[src/rtl/adder_pkg.sv]
// Shared types and default widths for the adder compute stage.
package adder_pkg;

    localparam int ADDER_BITS_DEF     = 8;
    localparam int HOST_DATA_BITS_DEF = 32;

    typedef enum logic [1:0] {
        WAIT_A = 2'd0,
        HAVE_A = 2'd1,
        RESULT = 2'd2
    } state_t;

endpackage

[src/rtl/adder_core.sv]
// Combinational adder: sum and carry-out of two operands.
// With ADDER_SATURATE_EN defined, an overflowing sum is clamped to all-ones.
module adder_core
    import adder_pkg::*;
#(
    parameter int WIDTH = ADDER_BITS_DEF
) (
    input  logic [WIDTH-1:0] i_a,
    input  logic [WIDTH-1:0] i_b,
    output logic [WIDTH-1:0] o_sum,
    output logic             o_carry
);

    logic [WIDTH:0] w_full;

    assign w_full  = {1'b0, i_a} + {1'b0, i_b};
    assign o_carry = w_full[WIDTH];

`ifdef ADDER_SATURATE_EN
    assign o_sum = w_full[WIDTH] ? {WIDTH{1'b1}} : w_full[WIDTH-1:0];
`else
    assign o_sum = w_full[WIDTH-1:0];
`endif

endmodule

[src/rtl/adder_unit.sv]
// Operand-ordered adder stage downstream of the MMU, with protocol error flag
// and host-readable event counters. Optional clamping via ADDER_SATURATE_EN.
module adder_unit
    import adder_pkg::*;
#(
    parameter int ADDER_BITS     = ADDER_BITS_DEF,
    parameter int HOST_DATA_BITS = HOST_DATA_BITS_DEF
) (
    input  logic                      clock,
    input  logic                      reset,
    input  logic                      clear,
    input  logic                      a_valid,
    input  logic [ADDER_BITS-1:0]     a_data,
    input  logic                      b_valid,
    input  logic [ADDER_BITS-1:0]     b_data,
    output logic                      c_valid,
    output logic [ADDER_BITS-1:0]     c_data,
    output logic                      ovf,
    output logic                      err,
    output logic [HOST_DATA_BITS-1:0] ops_count,
    output logic [HOST_DATA_BITS-1:0] ovf_count
);

    state_t                    r_state;
    state_t                    w_state_next;
    logic [ADDER_BITS-1:0]     r_a;
    logic [ADDER_BITS-1:0]     r_c;
    logic                      r_ovf;
    logic                      r_err;
    logic [HOST_DATA_BITS-1:0] r_ops;
    logic [HOST_DATA_BITS-1:0] r_ovfc;

    logic                      w_load_a;
    logic                      w_do_result;
    logic                      w_set_err;
    logic [ADDER_BITS-1:0]     w_sum;
    logic                      w_carry;

    localparam logic [HOST_DATA_BITS-1:0] L_CNT_ONE = {{(HOST_DATA_BITS-1){1'b0}}, 1'b1};

    adder_core #(
        .WIDTH (ADDER_BITS)
    ) u_core (
        .i_a     (r_a),
        .i_b     (b_data),
        .o_sum   (w_sum),
        .o_carry (w_carry)
    );

    always_comb begin
        w_state_next = r_state;
        w_load_a     = 1'b0;
        w_do_result  = 1'b0;
        w_set_err    = 1'b0;
        case (r_state)
            // RESULT behaves like WAIT_A apart from the one-cycle c_valid pulse.
            WAIT_A, RESULT: begin
                w_state_next = WAIT_A;
                if (a_valid) begin
                    w_load_a     = 1'b1;
                    w_state_next = HAVE_A;
                end
                if (b_valid) begin
                    w_set_err = 1'b1;
                end
            end
            HAVE_A: begin
                if (b_valid) begin
                    w_do_result  = 1'b1;
                    w_state_next = RESULT;
                    w_set_err    = a_valid;
                end else if (a_valid) begin
                    w_load_a  = 1'b1;
                    w_set_err = 1'b1;
                end
            end
            default: begin
                w_state_next = WAIT_A;
            end
        endcase
    end

    always_ff @(posedge clock or posedge reset) begin
        if (reset) begin
            r_state <= WAIT_A;
            r_a     <= '0;
            r_c     <= '0;
            r_ovf   <= 1'b0;
            r_err   <= 1'b0;
            r_ops   <= '0;
            r_ovfc  <= '0;
        end else if (clear) begin
            r_state <= WAIT_A;
            r_a     <= '0;
            r_c     <= '0;
            r_ovf   <= 1'b0;
            r_err   <= 1'b0;
            r_ops   <= '0;
            r_ovfc  <= '0;
        end else begin
            r_state <= w_state_next;
            if (w_load_a) begin
                r_a <= a_data;
            end
            if (w_set_err) begin
                r_err <= 1'b1;
            end
            if (w_do_result) begin
                r_c   <= w_sum;
                r_ovf <= w_carry;
                r_ops <= r_ops + L_CNT_ONE;
                // Overflow counter sticks at all-ones rather than wrapping.
                if (w_carry && (r_ovfc != {HOST_DATA_BITS{1'b1}})) begin
                    r_ovfc <= r_ovfc + L_CNT_ONE;
                end
            end
        end
    end

    assign c_valid   = (r_state == RESULT);
    assign c_data    = r_c;
    assign ovf       = r_ovf;
    assign err       = r_err;
    assign ops_count = r_ops;
    assign ovf_count = r_ovfc;

endmodule
[config.mk]
export PLATFORM = sky130hd
export DESIGN_NAME = adder_unit
export DESIGN_NICKNAME = d
export VERILOG_FILES = /design/src/rtl/adder_pkg.sv /design/src/rtl/adder_core.sv /design/src/rtl/adder_unit.sv
export SDC_FILE = /design/constraint.sdc
export NUM_CORES = 1
export LEC_CHECK = 0
export ABC_AREA = 1
export ABC_CLOCK_PERIOD_IN_PS = 3270
export CAP_MARGIN = 20
export CORE_ASPECT_RATIO = 0.9
export CORE_MARGIN = 10
export CORE_UTILIZATION = 30
export CTS_BUF_LIST = sky130_fd_sc_hd__clkbuf_16
export CTS_CLUSTER_DIAMETER = 30
export DETAILED_ROUTE_END_ITERATION = 10
export HOLD_SLACK_MARGIN = 0.06
export MAX_ROUTING_LAYER = met4
export PLACE_DENSITY = 0.51
export RECOVER_POWER = 100
export SLEW_MARGIN = 15
export SYNTH_ARGS = -nofsm -noshare
export SYNTH_HDL_FRONTEND = slang
export SYNTH_HIERARCHICAL = 1
export SYNTH_SLANG_ARGS = --single-unit
[constraint.sdc]
create_clock -name clock -period 3.27 [get_ports clock]
set_input_delay 0.654 -clock clock [delete_from_list [all_inputs] [get_ports clock]]
set_output_delay 0.654 -clock clock [all_outputs]
set_load 0.03 [all_outputs]
==> metrics.md <==
| Metric | Value |
|---|---|
| Rel. slew slack | `-0.343` |
| Ant. Diodes | `0` |
| Setup CP Type | `primary input to flop` |
| Core Area | `17700 um^2` |
| CTS tree | `built` |
| Ys Warns | `6` |
| Post-synthesis average cell area | `6.73 um^2` |
| Nets | `935` |
| Share of post-route cells with drive strength above 1 | `0.0595` |
| Vias | `5189` |
| Total clock sinks | `84` |
| Power Density | `383 nW/um^2` |
| RSZ-0062 raised after global routing | `false` |
| Max cap viols | `1` |
| Failing checks | `max-capacitance violations, max-slew violations` |
| Cts repair resizes | `0` |
| Place WS | `0.310 ns` |
| Critical Path RT | `3.52 ns` |
| Port-buffer cells | `95` |
| Fmax | `362 MHz` |
| Worst-Margin Slew | `2.01 ns` |
| Critical Path Start | `b_valid` |
| Status | `complete, but fails checks` |
| Crit path max-delay family | `simple AND/OR/NAND/NOR gates` |
| Latest clock arrival within the worst-skew pair | `0.36 ns` |
| HP Class | `flop to flop` |
| Layout Cells excl Fill | `1148` |
| Dpl hpwl | `11800 um` |
| CTS HTree Levels | `3` |
| Critical Path Sink Type | `flop` |
| Lkg Pwr | `0.00341 uW` |
| First-pass GRT wire length | `27100 um` |
| Worst path cell trace | `dlygate4sd3_1 > inv_1 > nor2_1 > nand2_1 > nor2_1 > nand2_1 > nor2_4 > nand3_1 > nand2_1 > nor2_1` |
| Starting Density | `0.308` |
| Reg2reg setup slack | `0.99 ns` |
| Critical Path Sink | `ops_count[21]` |
| DRT iter0 DRCs | `253` |
| Final worst slack | `0.507 ns` |
| Placed insts | `1132` |
| Final hold vios | `0` |
| GRT Resource Usage Total | `0.142` |
| Post-synthesis cell count | `812` |
| Ports | `96` |
| Final-report max-slew violation count | `85` |
| Slowest-stage cell, CP | `dlygate4sd3_1` |
| Reg clk slew, reported paths | `0.07 ns` |
| CP arrival | `3.01 ns` |
| Post-route clock period utilization | `0.845` |
| Post-synthesis sequential area ratio | `0.385` |
| Sum Neg Setup Slack | `0 ns` |
| Post-CTS Hold Buffers | `0` |
| WL final | `16100 um` |
| CTS root buf | `clkbuf_16` |
| CP max FO | `6` |
| Area of the die | `24000 um^2` |
| Drt drc | `0` |
| FF-to-FF Start | `r_state[1]` |
| Fin Hold WS | `0.515 ns` |
| Vias per cell | `4.52` |
| R2R cell count | `10` |
| Area growth from synthesis to layout | `27.2%` |
| Final ANT Viol Nets | `0` |
| Per-cell routed wire length | `14.1 um` |
| Setup violators final | `0` |
| Total gr overflow | `0` |
| Overall Power | `2660 uW` |
| Largest net degree at the start of global routing | `85` |
| CTS Buf Count | `9` |
| CTS Buffer Depth | `2` |
| Yosys cell types | `36` |
| Layout fillers | `1938` |
| Die width | `162 um` |
| Syn nets | `844` |
| Core Rows | `46` |
| Vias in the first global route | `5048` |
| Layout Skew | `0.00800 ns` |
| Routability Congestion | `0.817` |
| CP startpoint kind | `primary input` |
| Yosys reg bits | `84` |
| DR pass1 iterations | `5` |
| VDD IR max | `0.000223 V` |
| Die Span Y | `148 um` |
| CP bufs+invs | `2` |
| Stages on worst setup path | `10` |
| Initial antenna violation count | `0` |
| Mapped Area | `5460 um^2` |
| Postcts setup bufs | `0` |
| Terminus of the critical flop-to-flop path | `ops_count[21]` |
| Final worst path period need | `2.76 ns` |
| Largest stage delay, worst path | `0.61 ns` |
==> worst reg2reg max path: cells and delay by family, from the launching register on <==
kind	cells	cell delay [ns]
buf+inv	1	0.10
flops	1	0.41
simple gates	9	1.67
==> final cells by class <==
cell class	count	area, um^2	area share
repair buffers	100	1000	0.144
well taps	240	300	0.0432
multi-input cells	589	2720	0.392
flip-flops and latches	84	2100	0.303
clock inverters	7	146	0.0211
inverters	119	448	0.0645
clock buffers	9	225	0.0324
==> sequential cells by signal (all words and copies together), names as in the netlist <==
signal and cells:
c_data 8, ovf 1, ops_count 32, ovf_count 32
r_a 8, r_state 2, err 1
==> cell usage after synthesis <==
cell type | number | area (um^2)
o21ai_1 | 8 | 40.0
buf_6 | 4 | 45.0
nor2_1 | 145 | 544
or2_4 | 2 | 17.5
a21oi_1 | 27 | 135
o21bai_1 | 1 | 7.51
dfrtp_1 | 84 | 2100
xnor2_1 | 2 | 17.5
and3_1 | 1 | 6.26
inv_1 | 115 | 432
nand3b_1 | 1 | 7.51
a31oi_1 | 1 | 6.26
and2_1 | 1 | 6.26
fa_1 | 1 | 20.0
clkbuf_1 | 5 | 18.8
a21oi_2 | 1 | 8.76
o21ai_0 | 26 | 130
nand2_1 | 231 | 867
nor3_1 | 12 | 60.1
nor3_2 | 1 | 10.0
nand4_1 | 20 | 125
nand2_2 | 8 | 50.1
ha_1 | 10 | 125
nor3b_1 | 1 | 7.51
nand3_1 | 55 | 275
buf_4 | 2 | 15.0
inv_2 | 4 | 15.0
nor2_4 | 9 | 101
nand2_4 | 4 | 45.0
buf_2 | 6 | 30.0
a211oi_1 | 1 | 7.51
nand3b_4 | 1 | 20.0
buf_1 | 3 | 11.3
xor2_1 | 1 | 8.76
nor2_2 | 10 | 62.6
nand3_2 | 8 | 80.1
==> per-layer routing <==
layer | wire [um] | global-route usage | up-vias
met1 | 8180 | 0.192 | 2367
li1 | - | - | 2699
met5 | 0 | - | -
met2 | 7010 | 0.210 | 111
met4 | 184 | 0.0386 | 0
met3 | 756 | 0.0305 | 12
==> cells by family after synthesis <==
family | synth area share
simple gates | 0.419
buf+inv | 0.104
flops | 0.385
compound gates | 0.0614
fa+ha+maj | 0.0266
xor+xnor | 0.00481
==> worst min-delay path by stage <==
| stage | cells after the start | end | start |
|---|---|---|---|
| final | 2 | c_data[5] | c_data[5] |
| after global routing | 2 | c_data[0] | c_data[0] |
| after CTS | 2 | c_data[5] | c_data[5] |
| after detailed placement | 2 | c_data[0] | c_data[0] |
| after global placement | 2 | ovf | ovf |
| after floorplan | 2 | r_a[0] | r_a[0] |
==> stage by stage <==
stage                     instance area [um^2]   util
after global routing                      6950  0.392
after CTS                                 7040  0.397
after global placement                    6670  0.376
after detailed placement                  6670  0.376
final                                     6950  0.392
after floorplan                           5460      -
==> cells in the final DEF, fill, tap and decap left out, types with 8 or more instances in the layout <==
cell             synthesis  layout
ha_1                    10      10
nor3_1                  12      12
nand4_1                 20      20
o21ai_0                 26      27
nand3_1                 55      61
clkbuf_16                0       9
clkdlybuf4s50_1          0      17
dlygate4sd3_1            0      78
nand2_1                231     234
dfrtp_1                 84      84
nor2_1                 145     149
inv_1                  115     115
a21oi_1                 27      27
nor2_2                  10       8
==> power breakdown <==
| part | switching [uW] | leakage [uW] | total [uW] | internal (uW) |
|---|---|---|---|---|
| registers | 22.2 | 0.00116 | 1080 | 1060 |
| logic | 168 | 0.00207 | 266 | 98.4 |
| clock network | 477 | 0.000181 | 1310 | 832 |
| total | 668 | 0.00341 | 2660 | 1990 |
No activity file was read; power rests on OpenSTA's default activity.
